--- config.mk ---
export PLATFORM = sky130hd
export DESIGN_NAME = rv32m_mul_sequencer
export DESIGN_NICKNAME = d
export VERILOG_FILES = /design/src/rtl/rv32m_mul_sequencer.sv
export SDC_FILE = /design/constraint.sdc
export NUM_CORES = 1
export LEC_CHECK = 0
export CAP_MARGIN = 10
export CORE_MARGIN = 2
export CORE_UTILIZATION = 54
export CTS_CLUSTER_SIZE = 28
export DETAILED_ROUTE_END_ITERATION = 6
export GPL_ROUTABILITY_DRIVEN = 0
export PLACE_DENSITY = 0.95
export REMOVE_ABC_BUFFERS = 1
export SYNTH_ARGS = -nofsm -noshare
export SYNTH_HDL_FRONTEND = slang
export SYNTH_SLANG_ARGS = --single-unit
export TNS_END_PERCENT = 20
--- constraint.sdc ---
create_clock -name clk_i -period 15.4 [get_ports clk_i]
set_clock_uncertainty 0.1 [all_clocks]
set_input_delay 1.54 -clock clk_i [delete_from_list [all_inputs] [get_ports clk_i]]
set_output_delay 1.54 -clock clk_i [all_outputs]
set_load 0.02 [all_outputs]
--- src/rtl/rv32m_mul_sequencer.sv ---
// ---------------------------------------------------------------------------
// rv32m_mul_sequencer
// Issue/retire stage for an iterative 32x32 unsigned multiplier core.
// Accepts RV32M MUL/MULH/MULHSU/MULHU requests, feeds operand magnitudes to
// the core, waits for its product (bounded by a timeout), applies sign
// correction and high/low selection, and returns a tagged result.
//
// Ports
//   clk_i, rst_i        clock, asynchronous active-high reset
//   req_valid_i/_ready_o request handshake (ready only while idle)
//   req_funct3_i        000 MUL, 001 MULH, 010 MULHSU, 011 MULHU, 1xx unsupported
//   req_rs1_i/_rs2_i    operands
//   req_tag_i           request tag, echoed on the response
//   mult_clr_o          one-cycle clear pulse to the core
//   mult_en_o           core run enable
//   mult_a_o/_b_o       unsigned operand magnitudes to the core
//   mult_done_i         core done flag
//   mult_product_i      core 64-bit unsigned product
//   resp_valid_o/_ready_i response handshake
//   resp_data_o         32-bit result (0 on error)
//   resp_tag_o          echoed tag
//   resp_err_o          unsupported funct3 or core timeout
// ---------------------------------------------------------------------------
module rv32m_mul_sequencer #(
   parameter int MIN_LATENCY = 7,
   parameter int TIMEOUT     = 31,
   parameter int TAG_W       = 5
) (
   input  logic             clk_i,
   input  logic             rst_i,
   input  logic             req_valid_i,
   output logic             req_ready_o,
   input  logic [2:0]       req_funct3_i,
   input  logic [31:0]      req_rs1_i,
   input  logic [31:0]      req_rs2_i,
   input  logic [TAG_W-1:0] req_tag_i,
   output logic             mult_clr_o,
   output logic             mult_en_o,
   output logic [31:0]      mult_a_o,
   output logic [31:0]      mult_b_o,
   input  logic             mult_done_i,
   input  logic [63:0]      mult_product_i,
   output logic             resp_valid_o,
   input  logic             resp_ready_i,
   output logic [31:0]      resp_data_o,
   output logic [TAG_W-1:0] resp_tag_o,
   output logic             resp_err_o
);

   localparam int CNT_W = $clog2(TIMEOUT + 1);
   localparam logic [CNT_W-1:0] CNT_MAX = {CNT_W{1'b1}};
   localparam logic [CNT_W-1:0] CNT_MIN = CNT_W'(MIN_LATENCY);
   localparam logic [CNT_W-1:0] CNT_TO  = CNT_W'(TIMEOUT);

   typedef enum logic [2:0] {
      S_IDLE  = 3'd0,
      S_CLEAR = 3'd1,
      S_RUN   = 3'd2,
      S_FIX   = 3'd3,
      S_RESP  = 3'd4
   } state_t;

   state_t           r_state;
   state_t           w_next;
   logic [CNT_W-1:0] r_cnt;
   logic [63:0]      r_prod;
   logic             r_neg;
   logic             r_sel_hi;
   logic [31:0]      r_a;
   logic [31:0]      r_b;
   logic [31:0]      r_data;
   logic [TAG_W-1:0] r_tag;
   logic             r_err;
   logic             w_done_ok;
   logic             w_timeout;
   logic [63:0]      w_res64;

   // Magnitude of a signed 32-bit value; 0x80000000 maps to itself as unsigned.
   function automatic logic [31:0] f_mag(input logic [31:0] x);
      f_mag = x[31] ? (~x + 32'd1) : x;
   endfunction

   assign w_done_ok = mult_done_i && (r_cnt >= CNT_MIN);
   assign w_timeout = (r_cnt == CNT_TO);

   // Sign correction of the captured unsigned product.
   always_comb begin
      w_res64 = r_prod;
      if (r_neg) begin
         w_res64 = ~r_prod + 64'd1;
      end else begin
         w_res64 = r_prod;
      end
   end

   // State register.
   always_ff @(posedge clk_i or posedge rst_i) begin
      if (rst_i) begin
         r_state <= S_IDLE;
      end else begin
         r_state <= w_next;
      end
   end

   // Next-state logic; done outranks timeout when both hit in one RUN cycle.
   always_comb begin
      w_next = r_state;
      case (r_state)
         S_IDLE: begin
            if (req_valid_i) begin
               w_next = req_funct3_i[2] ? S_RESP : S_CLEAR;
            end else begin
               w_next = S_IDLE;
            end
         end
         S_CLEAR: w_next = S_RUN;
         S_RUN: begin
            if (w_done_ok) begin
               w_next = S_FIX;
            end else if (w_timeout) begin
               w_next = S_RESP;
            end else begin
               w_next = S_RUN;
            end
         end
         S_FIX: w_next = S_RESP;
         S_RESP: begin
            if (resp_ready_i) begin
               w_next = S_IDLE;
            end else begin
               w_next = S_RESP;
            end
         end
         default: w_next = S_IDLE;
      endcase
   end

   // Datapath: operand capture, cycle counter, product capture, result.
   always_ff @(posedge clk_i or posedge rst_i) begin
      if (rst_i) begin
         r_cnt    <= {CNT_W{1'b0}};
         r_prod   <= 64'd0;
         r_neg    <= 1'b0;
         r_sel_hi <= 1'b0;
         r_a      <= 32'd0;
         r_b      <= 32'd0;
         r_data   <= 32'd0;
         r_tag    <= {TAG_W{1'b0}};
         r_err    <= 1'b0;
      end else begin
         case (r_state)
            S_IDLE: begin
               if (req_valid_i) begin
                  r_tag    <= req_tag_i;
                  r_sel_hi <= (req_funct3_i != 3'b000);
                  r_data   <= 32'd0;
                  r_err    <= req_funct3_i[2];
                  case (req_funct3_i[1:0])
                     2'b01: begin
                        r_a   <= f_mag(req_rs1_i);
                        r_b   <= f_mag(req_rs2_i);
                        r_neg <= req_rs1_i[31] ^ req_rs2_i[31];
                     end
                     2'b10: begin
                        r_a   <= f_mag(req_rs1_i);
                        r_b   <= req_rs2_i;
                        r_neg <= req_rs1_i[31];
                     end
                     default: begin
                        r_a   <= req_rs1_i;
                        r_b   <= req_rs2_i;
                        r_neg <= 1'b0;
                     end
                  endcase
               end
            end
            S_CLEAR: r_cnt <= {CNT_W{1'b0}};
            S_RUN: begin
               if (r_cnt != CNT_MAX) begin
                  r_cnt <= r_cnt + {{(CNT_W-1){1'b0}}, 1'b1};
               end
               if (w_done_ok) begin
                  r_prod <= mult_product_i;
               end else if (w_timeout) begin
                  r_err  <= 1'b1;
                  r_data <= 32'd0;
               end
            end
            S_FIX: r_data <= r_sel_hi ? w_res64[63:32] : w_res64[31:0];
            S_RESP: r_data <= r_data;
            default: r_data <= r_data;
         endcase
      end
   end

   // Outputs are decoded directly from registered state/data.
   assign req_ready_o  = (r_state == S_IDLE);
   assign mult_clr_o   = (r_state == S_CLEAR);
   assign mult_en_o    = (r_state == S_RUN);
   assign resp_valid_o = (r_state == S_RESP);
   assign mult_a_o     = r_a;
   assign mult_b_o     = r_b;
   assign resp_data_o  = r_data;
   assign resp_tag_o   = r_tag;
   assign resp_err_o   = r_err;

endmodule
==> impl_metrics.toml, run 1 <==
[run_status]
status = "finished, violations left"
violations = "DRC"

[critical_path]
worstRegToRegCells = 9
worst-path-max-fanout = 67
cp_num_cells = 7
cp_cell_sequence = "clkdlybuf4s50_1, o31a_1, nand2_2, buf_4, nand2_1, a221oi_1, o21ai_0"
data_arrival_time_of_the_critical_path_ns = 4.46
timing.critical_path.from_type = "input pin"
setup.worst_path.end = "resp_data_o[16]$_DFFE_PP0P_"
crit_path_start = "mult_done_i"
worst_path_dominant_cell_family = "simple AND/OR/NAND/NOR gates"
worst_r2r_endpoint = "resp_data_o[16]$_DFFE_PP0P_"
worst_path_largest_cell_delay_ns = 0.99
critical_path_required_ns = 15.58
r2r-start = "r_cnt[0]$_DFFE_PP0P_"
slack_of_the_worst_reg_to_reg_path_ns = 11.62
critPathKind = "in2reg"
cp-end-kind = "flip-flop"
slowest_stage = "sky130_fd_sc_hd__nand2_1"
worstPathBufferInverterCount = 2

[worst_hold_path]
worst_hold_startpoint = "resp_tag_o[3]$_DFFE_PP0P_"
holdCritPathClass = "reg2reg"

[power_and_ir_drop]
power.share.sequential = 0.251
leakagePower_uw = 0.00567
power_density_over_the_cells_nw_per_um2 = 265
power_report.internal_total_uw = 1760
clock_power_share = 0.125
max_ir_drop_vdd_mv = 0.218
total_switching_power_uw = 1690
pwr-share-comb = 0.624
switching_share_of_power = 0.489

[detailed_routing]
total_length_of_routed_wires_um = 30400
via_count = 9346
drcViolationCount = 4
drt_iter0_drc = 991
drt_pre_antenna_iters = 7
post_drt_wl_per_cell_um = 20.2
via_per_inst = 6.21
antenna_violating_nets_post_route = 0

[logic_synthesis]
synth-adder-area-share = 0.0101
post_synth_xor_area_fraction = 0.0851
synth_seq_area_share = 0.446
postSynthCellCount = 1043
synthDistinctLibCells = 71
synth-async-reset-ratio = 1.00
postSynth.topFlopCell = "sky130_fd_sc_hd__dfrtp_1"
synth_edf_count = 0
yosysWarnings = 0
synth_compound_area_frac = 0.158
synth_top_family_by_area = "simple AND/OR/NAND/NOR gates"
muxShareOfSynthArea = 0.0916
mappedNetlistArea_sq_um = 9890
ys_ff_latch = 176
synth-simple-area-share = 0.178
synth.avg_cell_area_sq_um = 9.48

[clock_network]
cts.repair.resized = 0
numClockSinks = 176
cts-buffers-inserted = 17
clk_pin_slew_ns = 0.07
clockBufferDepth = 2
clock_root_buffer = "sky130_fd_sc_hd__clkbuf_16"
clk_latency_ns = 0.43
tritoncts = "done"
h-tree-depth = 4
cts.repair_timing.setup_buffer_count = 0
holdBufCountCts = 0

[die]
design.die.area_sq_um = 19400
floorplan.rows = 49
floorplan.initialDensity = 0.550
dieHeight_um = 139
core_area_sq_um = 18000
die_width_um = 139
io-pin-count = 247

[job]
timing.max_cap.violations = 0

[sta]
hold_ws_ns = 0.376
hold_viol = 0
finalCriticalPeriod_ns = 4.28
final.setup.tns_ns = 0
tightest_slew_ns = 1.30
final-max-slew-violation-count = 0
post-route-period-util = 0.278
rsz0062_at_grt = "false"
clock.fmax_ghz = 0.234
worst_slew_margin_rel = 0.131
report.final.setup_viol = 0

[place]
hpwl_um = 21800
placement.io_buffers = 246

[global_route]
gr-total-overflow = 0
grt_pass1_wl_um = 48000
antenna_found_initial = 3
grt_max_degree = 116
first_global_vias = 9337
grtUsageTotal = 0.311

[final_layout]
final_layout_size_suffix_gt1_frac = 0.105
flow.area_growth_from_synthesis_pct = 31.8
most_common_cell_after_layout_fill_and_taps_aside = "sky130_fd_sc_hd__clkdlybuf4s50_1"
insertedDiodeCount = 0
mostFrequentLayoutCells = "sky130_fd_sc_hd__clkdlybuf4s50_1, sky130_fd_sc_hd__dfrtp_1, sky130_fd_sc_hd__nand2_1"
finalNetCount = 1412
## worst min path at each step
stage / to / depth (start not counted) / slack (ns)
3_5_place_dp: resp_tag_o[3]$_DFFE_PP0P_ / 2 / 0.36
6_report: resp_tag_o[3]$_DFFE_PP0P_ / 2 / 0.38
4_1_cts: mult_b_o[31]$_DFFE_PP0P_ / 2 / 0.38
2_1_floorplan: r_prod[1]$_DFFE_PP0P_ / 1 / 0.40
3_3_place_gp: mult_a_o[31]$_DFFE_PP0P_ / 2 / 0.35
5_1_grt: mult_b_o[17]$_DFFE_PP0P_ / 2 / 0.41
## cell type report
| class | count | area, sq um |
|---|---|---|
| Inverter | 20 | 80.1 |
| Clock buffer | 21 | 470 |
| Fill cell | 1204 | 4930 |
| Multi-Input combinational cell | 797 | 5180 |
| Clock inverter | 10 | 110 |
| Sequential cell | 176 | 4400 |
| Timing Repair Buffer | 251 | 2500 |
| Tap cell | 229 | 287 |
## synth_stat cells, types with 19 or more instances
cell                       instances  area [sq um]
sky130_fd_sc_hd__inv_1            19          71.3
sky130_fd_sc_hd__nand2_1         161           604
sky130_fd_sc_hd__nor3_1           25           125
sky130_fd_sc_hd__xor2_1           61           534
sky130_fd_sc_hd__dfrtp_1         176          4400
sky130_fd_sc_hd__xnor2_1          35           307
sky130_fd_sc_hd__mux2_2           68           766
sky130_fd_sc_hd__o21ai_0         131           656
sky130_fd_sc_hd__nor2_1           51           191
sky130_fd_sc_hd__a21oi_1          27           135
sky130_fd_sc_hd__o31ai_1          22           165
sky130_fd_sc_hd__clkbuf_1         40           150
## logic make-up (layout without fill, tap and decap cells)
logic type	Yosys count	count (layout)
simple gates	358	358
compound gates	253	253
flops	176	176
xor+xnor	96	96
mux	82	82
buf+inv	70	302
fa+ha+maj	8	8
## worst min-delay path: stages (launching register included)
cell	delay, ns
sky130_fd_sc_hd__dfrtp_1	0.34
sky130_fd_sc_hd__nand2_1	0.05
sky130_fd_sc_hd__nand2_1	0.05
## power groups by stage
stage          registers, uW  logic [uW]  clock network [uW]
3_3_place_gp             847        2020                   0
3_5_place_dp             857        2060                   0
4_1_cts                  856        2090                 437
2_1_floorplan            938        1280                   0
6_report                 865        2150                 433
5_1_grt                  885        2300                 456
## through the flow
step	setup WS [ns]	instance area (sq um)	power, uW	cells	utilization
floorplan	8.99	9650	2220	993	-
global placement	10.79	12500	2870	1473	0.693
detailed placement	10.74	12500	2920	1473	0.693
CTS	11.16	13000	3380	1504	0.725
global route	10.97	13000	3640	1504	0.725
finish	11.12	13000	3450	1504	0.725
## flip-flops by register name (all words and copies together) (netlist names)
| signal | cells |
|---|---|
| mult_a_o | 32 |
| resp_tag_o | 5 |
| r_prod | 64 |
| r_cnt | 5 |
| r_neg | 1 |
| resp_data_o | 32 |
| r_sel_hi | 1 |
| mult_b_o | 32 |
| resp_err_o | 1 |
| r_state | 3 |
## per-layer routing
layer	up-vias	GRT usage	wire [um]
met2	608	0.522	14700
met3	129	0.109	3490
met4	4	0.139	1440
li1	4187	-	-
met1	4418	0.359	10700
met5	-	0	31
No activity file was read; power rests on OpenSTA's default activity.
==> inputs of run 2 (changes only) <==
Settings changed: CORE_UTILIZATION 54 to 45, PLACE_DENSITY 0.95 to 0.85.
Clock period 15.4 ns to 3.45 ns, I/O delays scaled along.
==> run 2 against run 1 <==
Compared with the run above:
- the run now ends clean
- wire length is 0.94% lower
- final cell count is 4.8% higher
- global-route usage is 5.3 points lower
- non-clock buffer count is 19 higher
- sequential power grew to 4.4 times the previous value
- worst setup slack worse by 11 ns
- hold slack worse by 0.14 ns
- first-iteration DRC count is 3.3% lower
- register-to-register slack worse by 11 ns
- sequential cell count stayed put
- critical endpoint is now resp_data_o[28]$_DFFE_PP0P_
- largest cell class unchanged
- largest power group unchanged
- highest routed layer unchanged
==> impl_metrics.toml, run 2 (same netlist as run 1, synthesis figures left out) <==
[critical_path]
cp-end-kind = "flip-flop"
slack_of_the_worst_reg_to_reg_path_ns = 0.34
worst_path_largest_cell_delay_ns = 0.69
r2r-start = "r_prod[20]$_DFFE_PP0P_"
data_arrival_time_of_the_critical_path_ns = 3.32
cp_cell_sequence = "or4_2, nor3_1, nand3_2, or4_1, or4_1, a21oi_1, o21ai_1"
worstRegToRegCells = 7
critical_path_required_ns = 3.66
critPathKind = "reg2reg"
worst_r2r_endpoint = "resp_data_o[28]$_DFFE_PP0P_"
critPathMostFrequentCell = "sky130_fd_sc_hd__or4_1"
timing.critical_path.from_type = "flip-flop"
worst-path-max-fanout = 6
slowest_stage = "sky130_fd_sc_hd__or4_2"

[clock_network]
tritoncts = "done"
numClockSinks = 176
cts-buffers-inserted = 17
clk_latency_ns = 0.43
clock_root_buffer = "sky130_fd_sc_hd__clkbuf_16"
cts.repair_timing.setup_buffer_count = 0
clk_pin_slew_ns = 0.07
cts.repair.resized = 0
h-tree-depth = 4
clockBufferDepth = 2
holdBufCountCts = 0

[final_layout]
most_common_cell_after_layout_fill_and_taps_aside = "sky130_fd_sc_hd__clkdlybuf4s50_1"
largest_register_ff_count = 64
flow.area_growth_from_synthesis_pct = 34.8
final-instance-count-excl-fill = 1576
registers.top_by_ff_count = "r_prod"
final_layout_size_suffix_gt1_frac = 0.120
finalNetCount = 1431
final_util = 0.614
mostFrequentLayoutCells = "sky130_fd_sc_hd__clkdlybuf4s50_1, sky130_fd_sc_hd__dfrtp_1, sky130_fd_sc_hd__nand2_1"

[sta]
clock.fmax_ghz = 0.322
rsz0062_at_grt = "false"
worst_slew_margin_rel = 0.444
report.final.setup_viol = 0
fin_ws_ns = 0.341
tightest_slew_ns = 0.827
post-route-period-util = 0.901
hold_viol = 0
finalCriticalPeriod_ns = 3.11
final-max-slew-violation-count = 0

[die]
floorplan.initialDensity = 0.456
core_area_sq_um = 21700
io-pin-count = 247
floorplan.rows = 54
design.die.area_sq_um = 23200
dieHeight_um = 152
die_width_um = 152

[place]
hpwl_um = 22200
dpl.cell_count = 1543
pre_cts_slack_ns = 0.175
placement.io_buffers = 246

[global_route]
grt_pass1_wl_um = 48300
antenna_found_initial = 3
gr-total-overflow = 0
grtUsageTotal = 0.258
first_global_vias = 9168
grt_max_degree = 91

[power_and_ir_drop]
switching_share_of_power = 0.484
leakagePower_uw = 0.00579
power.total_uw = 15900
power_density_over_the_cells_nw_per_um2 = 1200
clock_power_share = 0.130
max_ir_drop_vdd_mv = 1.31
power.share.sequential = 0.241
pwr-share-comb = 0.629
total_switching_power_uw = 7710
power_report.internal_total_uw = 8210

[detailed_routing]
drcViolationCount = 0
drt_pre_antenna_iters = 6
via_per_inst = 5.86
via_count = 9242
drt_iter0_drc = 958
total_length_of_routed_wires_um = 30100
antenna_violating_nets_post_route = 0
post_drt_wl_per_cell_um = 19.1

[run_status]
status = "complete, no violations"

[worst_hold_path]
holdCritPathClass = "in2async"

[job]
timing.max_cap.violations = 0
## run 2: final cells by class
type / instances / area [sq um]
Fill cell: 1775 / 8370
Timing Repair Buffer: 270 / 2680
Multi-Input combinational cell: 797 / 5180
Antenna cell: 1 / 2.50
Clock inverter: 13 / 173
Tap cell: 280 / 350
Clock buffer: 19 / 453
Sequential cell: 176 / 4400
Inverter: 20 / 80.1
## run 2: critical path, delay by kind of cell (launching register included)
| family | cells | cell delay, ns |
|---|---|---|
| simple gates | 5 | 2.18 |
| flops | 1 | 0.49 |
| compound gates | 2 | 0.22 |
## run 2: how the worst max path moves through the flow
stage                                      start  cells after the start                          end
after floorplan                            rst_i                      1      mult_a_o[0]$_DFFE_PP0P_
after global placement              req_rs2_i[6]                      8     mult_b_o[24]$_DFFE_PP0P_
after detailed placement            req_rs2_i[6]                      8     mult_b_o[25]$_DFFE_PP0P_
after CTS                 r_prod[20]$_DFFE_PP0P_                      7  resp_data_o[28]$_DFFE_PP0P_
after global routing      r_prod[22]$_DFFE_PP0P_                      7  resp_data_o[28]$_DFFE_PP0P_
final                     r_prod[20]$_DFFE_PP0P_                      7  resp_data_o[28]$_DFFE_PP0P_
## run 2: per-layer routing
layer  up-vias  wire (um)  track usage
met5         -         29            0
met4         4        994       0.0930
met3        97       3370       0.0896
met2       542      14400        0.431
met1      4373      11400        0.310
li1       4226          -            -
## run 2: per-stage QoR
| step | hold slack (ns) | setup TNS, ns | area, sq um |
|---|---|---|---|
| floorplan | 0.350 | -331.52 | 9650 |
| global placement | 0.353 | 0 | 12700 |
| detailed placement | 0.359 | 0 | 12700 |
| CTS | 0.254 | 0 | 13300 |
| global route | 0.263 | 0 | 13300 |
| finish | 0.236 | 0 | 13300 |
## run 2: power groups by stage
stage               clock network [uW]  registers (uW)  logic (uW)
floorplan                            0            4190        5700
global placement                     0            3790        9480
detailed placement                   0            3830        9610
CTS                               2110            3810        9720
global route                      2190            3960       10600
finish                            2070            3840       10000
